==> config.mk <==
export PLATFORM = sky130hd
export DESIGN_NAME = obstacle_stream
export DESIGN_NICKNAME = d
export VERILOG_FILES = /design/src/rtl/obstacle_stream.sv
export SDC_FILE = /design/constraint.sdc
export NUM_CORES = 1
export LEC_CHECK = 0
export CORE_MARGIN = 2
export CORE_UTILIZATION = 64
export CTS_CLUSTER_DIAMETER = 30
export CTS_CLUSTER_SIZE = 10
export DETAILED_ROUTE_END_ITERATION = 10
export PLACE_DENSITY = 0.91
export SLEW_MARGIN = 20
export SYNTH_ARGS = -nofsm -noshare
export SYNTH_HDL_FRONTEND = slang
export SYNTH_SLANG_ARGS = --single-unit
export TNS_END_PERCENT = 1
==> constraint.sdc <==
create_clock -name clk -period 4.7 [get_ports clk]
set_input_delay 0.705 -clock clk [delete_from_list [all_inputs] [get_ports clk]]
set_output_delay 0.705 -clock clk [all_outputs]
set_load 0.01 [all_outputs]
==> src/rtl/obstacle_stream.sv <==
// obstacle_stream: scrolling ring buffer of upcoming track rows (three lanes
// each) feeding the game logic stage. On each accepted new_frame the block
// advances its progress counter and, when a half block completes, retires
// the nearest row and appends a pseudo-random one. It then streams every
// lane cell as a 16-bit obstacle word.
// Optional build macro: OBSTACLE_PASSABLE_EN forces one empty lane into any
// generated row that would otherwise be fully blocked.
module obstacle_stream #(
  parameter int          NUM_ROWS          = 8,
  parameter int          HALF_BLOCK_LENGTH = 64,
  parameter int          SPEED             = 4,
  parameter logic [15:0] LFSR_SEED         = 16'hACE1
) (
  input  logic        clk,
  input  logic        rst,
  input  logic        new_frame,
  input  logic        game_over,
  output logic [15:0] obstacle,
  output logic        obstacle_valid,
  output logic        firstrow,
  output logic        busy,
  output logic        overrun
);

  localparam int            PW         = $clog2(HALF_BLOCK_LENGTH);
  localparam logic [PW-1:0] PROG_LIMIT = PW'(HALF_BLOCK_LENGTH - SPEED);
  localparam logic [PW-1:0] PROG_STEP  = PW'(SPEED);
  localparam logic [2:0]    LAST_ROW   = 3'(NUM_ROWS - 1);
  localparam logic [3:0]    ROWS_W     = 4'(NUM_ROWS);
  localparam logic [15:0]   LFSR_TAPS  = 16'hB400;

  typedef enum logic [1:0] {
    S_IDLE,
    S_ADVANCE,
    S_GENERATE,
    S_STREAM
  } state_e;

  state_e        state_q, state_d;
  logic [8:0]    rows_q [NUM_ROWS];
  logic [8:0]    rows_d [NUM_ROWS];
  logic [2:0]    head_q, head_d;
  logic [PW-1:0] progress_q, progress_d;
  logic [15:0]   lfsr_q, lfsr_d;
  logic [2:0]    srow_q, srow_d;
  logic [1:0]    slane_q, slane_d;
  logic [15:0]   obstacle_q, obstacle_d;
  logic          valid_q, valid_d;
  logic          first_q, first_d;
  logic          busy_q, busy_d;
  logic          overrun_q, overrun_d;

  logic [8:0]    gen_row;
  logic [3:0]    addr_sum;
  logic [2:0]    addr;
  logic [8:0]    sel_row;
  logic [2:0]    sel_type;

  // FSM state register
  always_ff @(posedge clk) begin
    // NOTE: sequential blocks use non-blocking assignments so every flop samples pre-edge values.
    if (rst) state_q <= S_IDLE;
    else     state_q <= state_d;
  end

  // FSM next-state logic
  always_comb begin
    // NOTE: each comb output gets a default first so no path leaves it unassigned (no latch).
    state_d = state_q;
    case (state_q)
      S_IDLE:     if (new_frame) state_d = S_ADVANCE;
      S_ADVANCE:  state_d = (game_over || progress_q < PROG_LIMIT) ? S_STREAM : S_GENERATE;
      S_GENERATE: state_d = S_STREAM;
      S_STREAM:   if (srow_q == LAST_ROW && slane_q == 2'd2) state_d = S_IDLE;
      default:    state_d = S_IDLE;
    endcase
  end

  // Candidate tail row from the current LFSR value
  always_comb begin
    gen_row = '0;
    for (int l = 0; l < 3; l++) begin
      // Raw codes 101..111 (ramps, moving cars) are never generated.
      gen_row[3*l +: 3] = (lfsr_q[3*l +: 3] > 3'd4) ? 3'd0 : lfsr_q[3*l +: 3];
    end
`ifdef OBSTACLE_PASSABLE_EN
    if (gen_row[2:0] != 3'd0 && gen_row[5:3] != 3'd0 && gen_row[8:6] != 3'd0) begin
      case (lfsr_q[10:9])
        2'd1:    gen_row[5:3] = 3'd0;
        2'd2:    gen_row[8:6] = 3'd0;
        default: gen_row[2:0] = 3'd0;  // codes 0 and 3 both reduce to lane 0
      endcase
    end
`endif
  end

  // Datapath next values: LFSR, progress, ring buffer, stream position, overrun
  always_comb begin
    lfsr_d     = {1'b0, lfsr_q[15:1]} ^ (lfsr_q[0] ? LFSR_TAPS : 16'h0000);
    progress_d = progress_q;
    rows_d     = rows_q;
    head_d     = head_q;
    overrun_d  = overrun_q | (new_frame && state_q != S_IDLE);
    srow_d     = 3'd0;
    slane_d    = 2'd0;

    if (state_q == S_ADVANCE && !game_over) begin
      progress_d = (progress_q < PROG_LIMIT) ? progress_q + PROG_STEP : '0;
    end

    if (state_q == S_GENERATE) begin
      // The retired head slot is reused as the new farthest row.
      rows_d[head_q] = gen_row;
      head_d         = (head_q == LAST_ROW) ? 3'd0 : head_q + 3'd1;
    end

    if (state_q == S_STREAM) begin
      if (slane_q == 2'd2) begin
        slane_d = 2'd0;
        srow_d  = srow_q + 3'd1;
      end else begin
        slane_d = slane_q + 2'd1;
        srow_d  = srow_q;
      end
    end
  end

  // Registered output values for the word shown next cycle
  always_comb begin
    addr_sum = {1'b0, head_d} + {1'b0, srow_d};
    if (addr_sum >= ROWS_W) addr_sum = addr_sum - ROWS_W;
    addr    = addr_sum[2:0];
    sel_row = rows_d[addr];
    case (slane_d)
      2'd0:    sel_type = sel_row[2:0];
      2'd1:    sel_type = sel_row[5:3];
      default: sel_type = sel_row[8:6];
    endcase

    obstacle_d = 16'h0000;
    valid_d    = 1'b0;
    first_d    = 1'b0;
    busy_d     = (state_d != S_IDLE);
    if (state_d == S_STREAM) begin
      obstacle_d = {sel_type, slane_d, srow_d, 8'h00};
      valid_d    = 1'b1;
      first_d    = (srow_d == 3'd0);
    end
  end

  // Row storage, datapath and output registers
  always_ff @(posedge clk) begin
    if (rst) begin
      // NOTE: the row buffer is reset because play must start on an empty track; it is small flop storage.
      for (int r = 0; r < NUM_ROWS; r++) rows_q[r] <= '0;
      head_q     <= '0;
      progress_q <= '0;
      lfsr_q     <= LFSR_SEED;
      srow_q     <= '0;
      slane_q    <= '0;
      obstacle_q <= '0;
      valid_q    <= 1'b0;
      first_q    <= 1'b0;
      busy_q     <= 1'b0;
      overrun_q  <= 1'b0;
    end else begin
      rows_q     <= rows_d;
      head_q     <= head_d;
      progress_q <= progress_d;
      lfsr_q     <= lfsr_d;
      srow_q     <= srow_d;
      slane_q    <= slane_d;
      obstacle_q <= obstacle_d;
      valid_q    <= valid_d;
      first_q    <= first_d;
      busy_q     <= busy_d;
      overrun_q  <= overrun_d;
    end
  end

  assign obstacle       = obstacle_q;
  assign obstacle_valid = valid_q;
  assign firstrow       = first_q;
  assign busy           = busy_q;
  assign overrun        = overrun_q;

endmodule

==> results by group <==
Worst setup path
  – Slowest cell delay on critical path: between 1 and 1.5 ns
  – Startpoint of the most critical register-to-register path: slane_q[0]$_SDFF_PP0_
  – Signal arrival time at the worst endpoint: ~4.3 ns
  – Category of the most critical setup path: flip-flop to flip-flop
  – Library cell appearing most often on the critical path: sky130_fd_sc_hd__inv_1
  – Critical-path top delay cell: sky130_fd_sc_hd__fa_1
  – Reg2reg end: obstacle[13]$_SDFF_PP0_
  – Worst setup endpoint: obstacle[13]$_SDFF_PP0_
  – CP bufs+invs: 2
  – Biggest fanout along the worst timing path: 17
  – Kind of start point of the critical path: flip-flop
  – Setup crit end kind: flip-flop
  – CP top delay family: simple AND/OR/NAND/NOR gates
  – Worst R2R Setup Slack: around 0.8 ns
  – Crit path cell chain: nand2b_4 -> xor2_1 -> or2_2 -> inv_1 -> ha_1 -> inv_1 -> fa_1 -> nor2b_1 -> a22oi_1 -> nand4b_1 -> and3_1 -> a2111oi_2
  – Critical Path Start: slane_q[0]$_SDFF_PP0_
  – Endpoint required time on the critical path: around 5.1 ns
  – Levels on crit path: 12
  – Length in cells of the worst reg-to-reg path: 12

Power and ir drop
  – P per Cell Area: ~440 mW/mm^2
  – Leakage dissipation: 2.340 nW
  – Max VDD drop: 0.3931 mV
  – Total power of the final layout: roughly 0.0025 W

STA
  – Endpoints failing hold: 0
  – Worst setup skew after layout: just over 0.01 ns
  – Final cycle utilization of the critical path: a little over four fifths
  – Final slew viol count: 0
  – Worst hold margin: slightly above 0.4 ns
  – Time the final worst path needs with I/O delays and setup: roughly 4 ns
  – Unrepaired setup endpoints after global routing: false
  – Worst slew pin tran: slightly below 1 ns
  – Sum Neg Setup Slack: 0 ns
  – Setup Viol. Count Final: 0
  – Slew headroom: 34.96%
  – FMAX: between 200 and 300 MHz

Clock network
  – Worst-Skew Late Latency: 0.52 ns
  – Total clock sinks: between 100 and 150
  – Cts bufs inserted: 17
  – Number of setup buffers added after CTS: 0
  – Root cell of the clock tree: sky130_fd_sc_hd__clkbuf_8
  – CTS tree: yes
  – Clock-pin slew reported for the worst setup and hold paths after clock tree synthesis: 0.06 ns
  – Number of resized instances in the post-cts repair step: 0
  – Maximum buffer depth of the clock tree: 2
  – H-tree level count: 4
  – Count of hold-fix buffers inserted at cts: 0

Placed design
  – I/O Buffers: 15
  – Global placer's final weighted congestion: ~0.9
  – Half-perimeter wire length after placement: 6461 um
  – Number of placed instances with taps included: 582

Synthesis
  – Number of enable flip-flop cells after synthesis: 0
  – Yosys warning count: 0
  – Average cell area after synthesis: between 9 and 10 um^2
  – Cell count after synthesis: roughly 500
  – Distinct cells, synth: 52
  – #FFs+latches synth: ~110
  – Synth Flop Type: sky130_fd_sc_hd__dfxtp_1
  – Sequential cell area fraction in the yosys report: a little under half
  – Combined area of all synthesized cells: 0.004933 mm^2
  – Synth async-reset ratio: 0%

Finish
  – Number of non-filler instances in the completed layout: slightly above 600
  – Ratio of cells with drive above 1 in the final layout: between 10 and 15%
  – Diodes inserted: 0
  – Final-stage net count: 510
  – Layout area overhead: 13.90%

Routing
  – DRT antenna net count: 0
  – Total Wirelength: around 11000 um
  – Vias: 3531
  – Average wire per standard cell: 17.19 um
  – Drt pass-1 iters: 5
  – Drc violations: 0
  – Routed vias/inst: 5.751
  – Iteration-0 DRC Markers: 313

Floorplan
  – Floorplan row count: 32
  – Chip height: between 90 and 100 um
  – Standard cell core area: 0.007607 mm^2
  – Die width: about 92 um
  – DIE AREA: approximately 0.0084 mm^2
  – Count of pins on the block boundary: 24
  – Initial cell density of the core: 64.85%

Flow run
  – Maxcap violations: 0

Min path
  – Type of the worst min-delay path: flip-flop to flip-flop

Global route
  – Initial antenna violation count: 0
  – First-pass GRT wire length: between 15000 and 20000 um
  – Total global routing overflow: 0
  – Maximum number of pins on one net before global-route repair: just over 100
  – Vias in the first global route: roughly 3400
  – GRT Overall Usage: between 20% and 30%

Status
  – Outcome: finished clean
-- worst register-to-register path, cell delays in order, from the launching register on --
cell and delay (ns):
sky130_fd_sc_hd__dfxtp_1 0.62, sky130_fd_sc_hd__nand2b_4 0.25, sky130_fd_sc_hd__xor2_1 0.06, sky130_fd_sc_hd__or2_2 0.30, sky130_fd_sc_hd__inv_1 0.09, sky130_fd_sc_hd__ha_1 0.16, sky130_fd_sc_hd__inv_1 0.06, sky130_fd_sc_hd__fa_1 1.03
sky130_fd_sc_hd__nor2b_1 0.35, sky130_fd_sc_hd__a22oi_1 0.25, sky130_fd_sc_hd__nand4b_1 0.13, sky130_fd_sc_hd__and3_1 0.24, sky130_fd_sc_hd__a2111oi_2 0.28
-- per-stage QoR --
stage	cell area (um^2)	worst slack [ns]	util (%)
after CTS	5619	0.8726	73.87
after detailed placement	5035	0.9201	66.18
after global routing	5619	0.5733	73.87
final	5619	0.7819	73.87
after floorplan	4960	1.557	-
after global placement	5035	1.064	66.18
-- state kept, by name, summed over array words and instances, names as in the netlist --
register and count:
busy 1, firstrow 1, head_q 3, lfsr_q 16, obstacle 8, obstacle_valid 1, overrun 1, progress_q 4
rows_q 72, slane_q 2, srow_q 3, state_q 2
-- final cells by class --
| class | instances | area (um^2) |
|---|---|---|
| Clock inverter | 14 | 156.4 |
| Multi-Input combinational cell | 342 | 2431 |
| Clock buffer | 18 | 427.9 |
| Inverter | 5 | 18.77 |
| Fill cell | 499 | 1988 |
| Sequential cell | 114 | 2282 |
| Tap cell | 102 | 127.6 |
| Timing Repair Buffer | 19 | 175.2 |
-- cell usage in the layout, fill, tap and decap left out, drive strengths merged, types with 7 or more instances in the layout --
cell type / instances
a211oi: 8
a21oi: 8
a22oi: 12
clkbuf: 18
clkdlybuf4s50: 14
clkinv: 7
conb: 8
dfxtp: 114
inv: 7
mux2: 7
mux2i: 85
nand2: 11
nand2b: 11
nand3: 7
nor2: 93
nor2b: 19
nor3: 9
or2: 9
-- routing by layer --
layer  vias to the layer above  share of wire (%)  global-route usage [%]
li1                       1693                  -                       -
met1                      1689                 42                   30.68
met2                       120                 50                   44.36
met3                        29                5.2                   8.053
met4                         0                2.3                   9.701
met5                         -                  0                       0
-- how the worst min path moves through the flow --
stage                                from                     to  cells after the start
finish              lfsr_q[12]$_SDFF_PP0_  lfsr_q[11]$_SDFF_PP1_                      1
global placement    lfsr_q[12]$_SDFF_PP0_  lfsr_q[11]$_SDFF_PP1_                      1
global route                          rst  state_q[1]$_SDFF_PP0_                      2
floorplan           lfsr_q[12]$_SDFF_PP0_  lfsr_q[11]$_SDFF_PP1_                      1
CTS                                   rst  state_q[1]$_SDFF_PP0_                      2
detailed placement  lfsr_q[12]$_SDFF_PP0_  lfsr_q[11]$_SDFF_PP1_                      1
-- power breakdown --
part / switching (W) / internal (W) / leakage, nW
clock: 0.000471 / 0.000773 / 0.279
combinational: 0.000137 / 0.0000962 / 1.14
sequential: 0.0000251 / 0.000994 / 0.925
-- cell usage after synthesis (2+ instances only) --
library cell / number / area share, %
sky130_fd_sc_hd__mux2i_1: 84 / 17
sky130_fd_sc_hd__nand2b_1: 9 / 1.1
sky130_fd_sc_hd__inv_1: 5 / 0.38
sky130_fd_sc_hd__and3_1: 4 / 0.51
sky130_fd_sc_hd__nor2b_1: 19 / 2.4
sky130_fd_sc_hd__nor2_1: 93 / 7.1
sky130_fd_sc_hd__o21ai_0: 3 / 0.30
sky130_fd_sc_hd__a22oi_1: 12 / 1.8
sky130_fd_sc_hd__buf_2: 6 / 0.61
sky130_fd_sc_hd__and2_1: 3 / 0.38
sky130_fd_sc_hd__nand4b_1: 2 / 0.36
sky130_fd_sc_hd__nand3b_1: 2 / 0.30
sky130_fd_sc_hd__nor3b_1: 5 / 0.76
sky130_fd_sc_hd__a22o_1: 3 / 0.53
sky130_fd_sc_hd__a211oi_1: 8 / 1.2
sky130_fd_sc_hd__dfxtp_1: 114 / 46
sky130_fd_sc_hd__xnor2_1: 3 / 0.53
sky130_fd_sc_hd__buf_4: 12 / 1.8
sky130_fd_sc_hd__nand2_1: 11 / 0.84
sky130_fd_sc_hd__xor2_1: 2 / 0.36
sky130_fd_sc_hd__nand4_1: 4 / 0.51
sky130_fd_sc_hd__ha_1: 6 / 1.5
sky130_fd_sc_hd__nor3_2: 2 / 0.41
sky130_fd_sc_hd__or2_2: 9 / 1.1
sky130_fd_sc_hd__buf_6: 2 / 0.46
sky130_fd_sc_hd__nand3_1: 7 / 0.71
sky130_fd_sc_hd__nor3_1: 7 / 0.71
sky130_fd_sc_hd__clkbuf_1: 22 / 1.7
sky130_fd_sc_hd__and3b_1: 2 / 0.36
sky130_fd_sc_hd__mux2_2: 5 / 1.1
sky130_fd_sc_hd__buf_1: 2 / 0.15
sky130_fd_sc_hd__nand2b_4: 2 / 0.56
sky130_fd_sc_hd__a21oi_1: 8 / 0.81
sky130_fd_sc_hd__mux2_1: 2 / 0.46
-- kinds of logic after synthesis --
family	Yosys count	share of synthesized area, %
adder cells (fa/ha/maj)	7	1.927
other	1	0.07601
buffers and inverters	49	5.098
AND/OR/NAND/NOR	184	18.69
multiplexers	94	20.09
XOR/XNOR	7	1.776
flip-flops	114	46.26
AO/OA/AOI/OAI	42	6.087
Note: power is estimated with default switching activity, not from simulation.
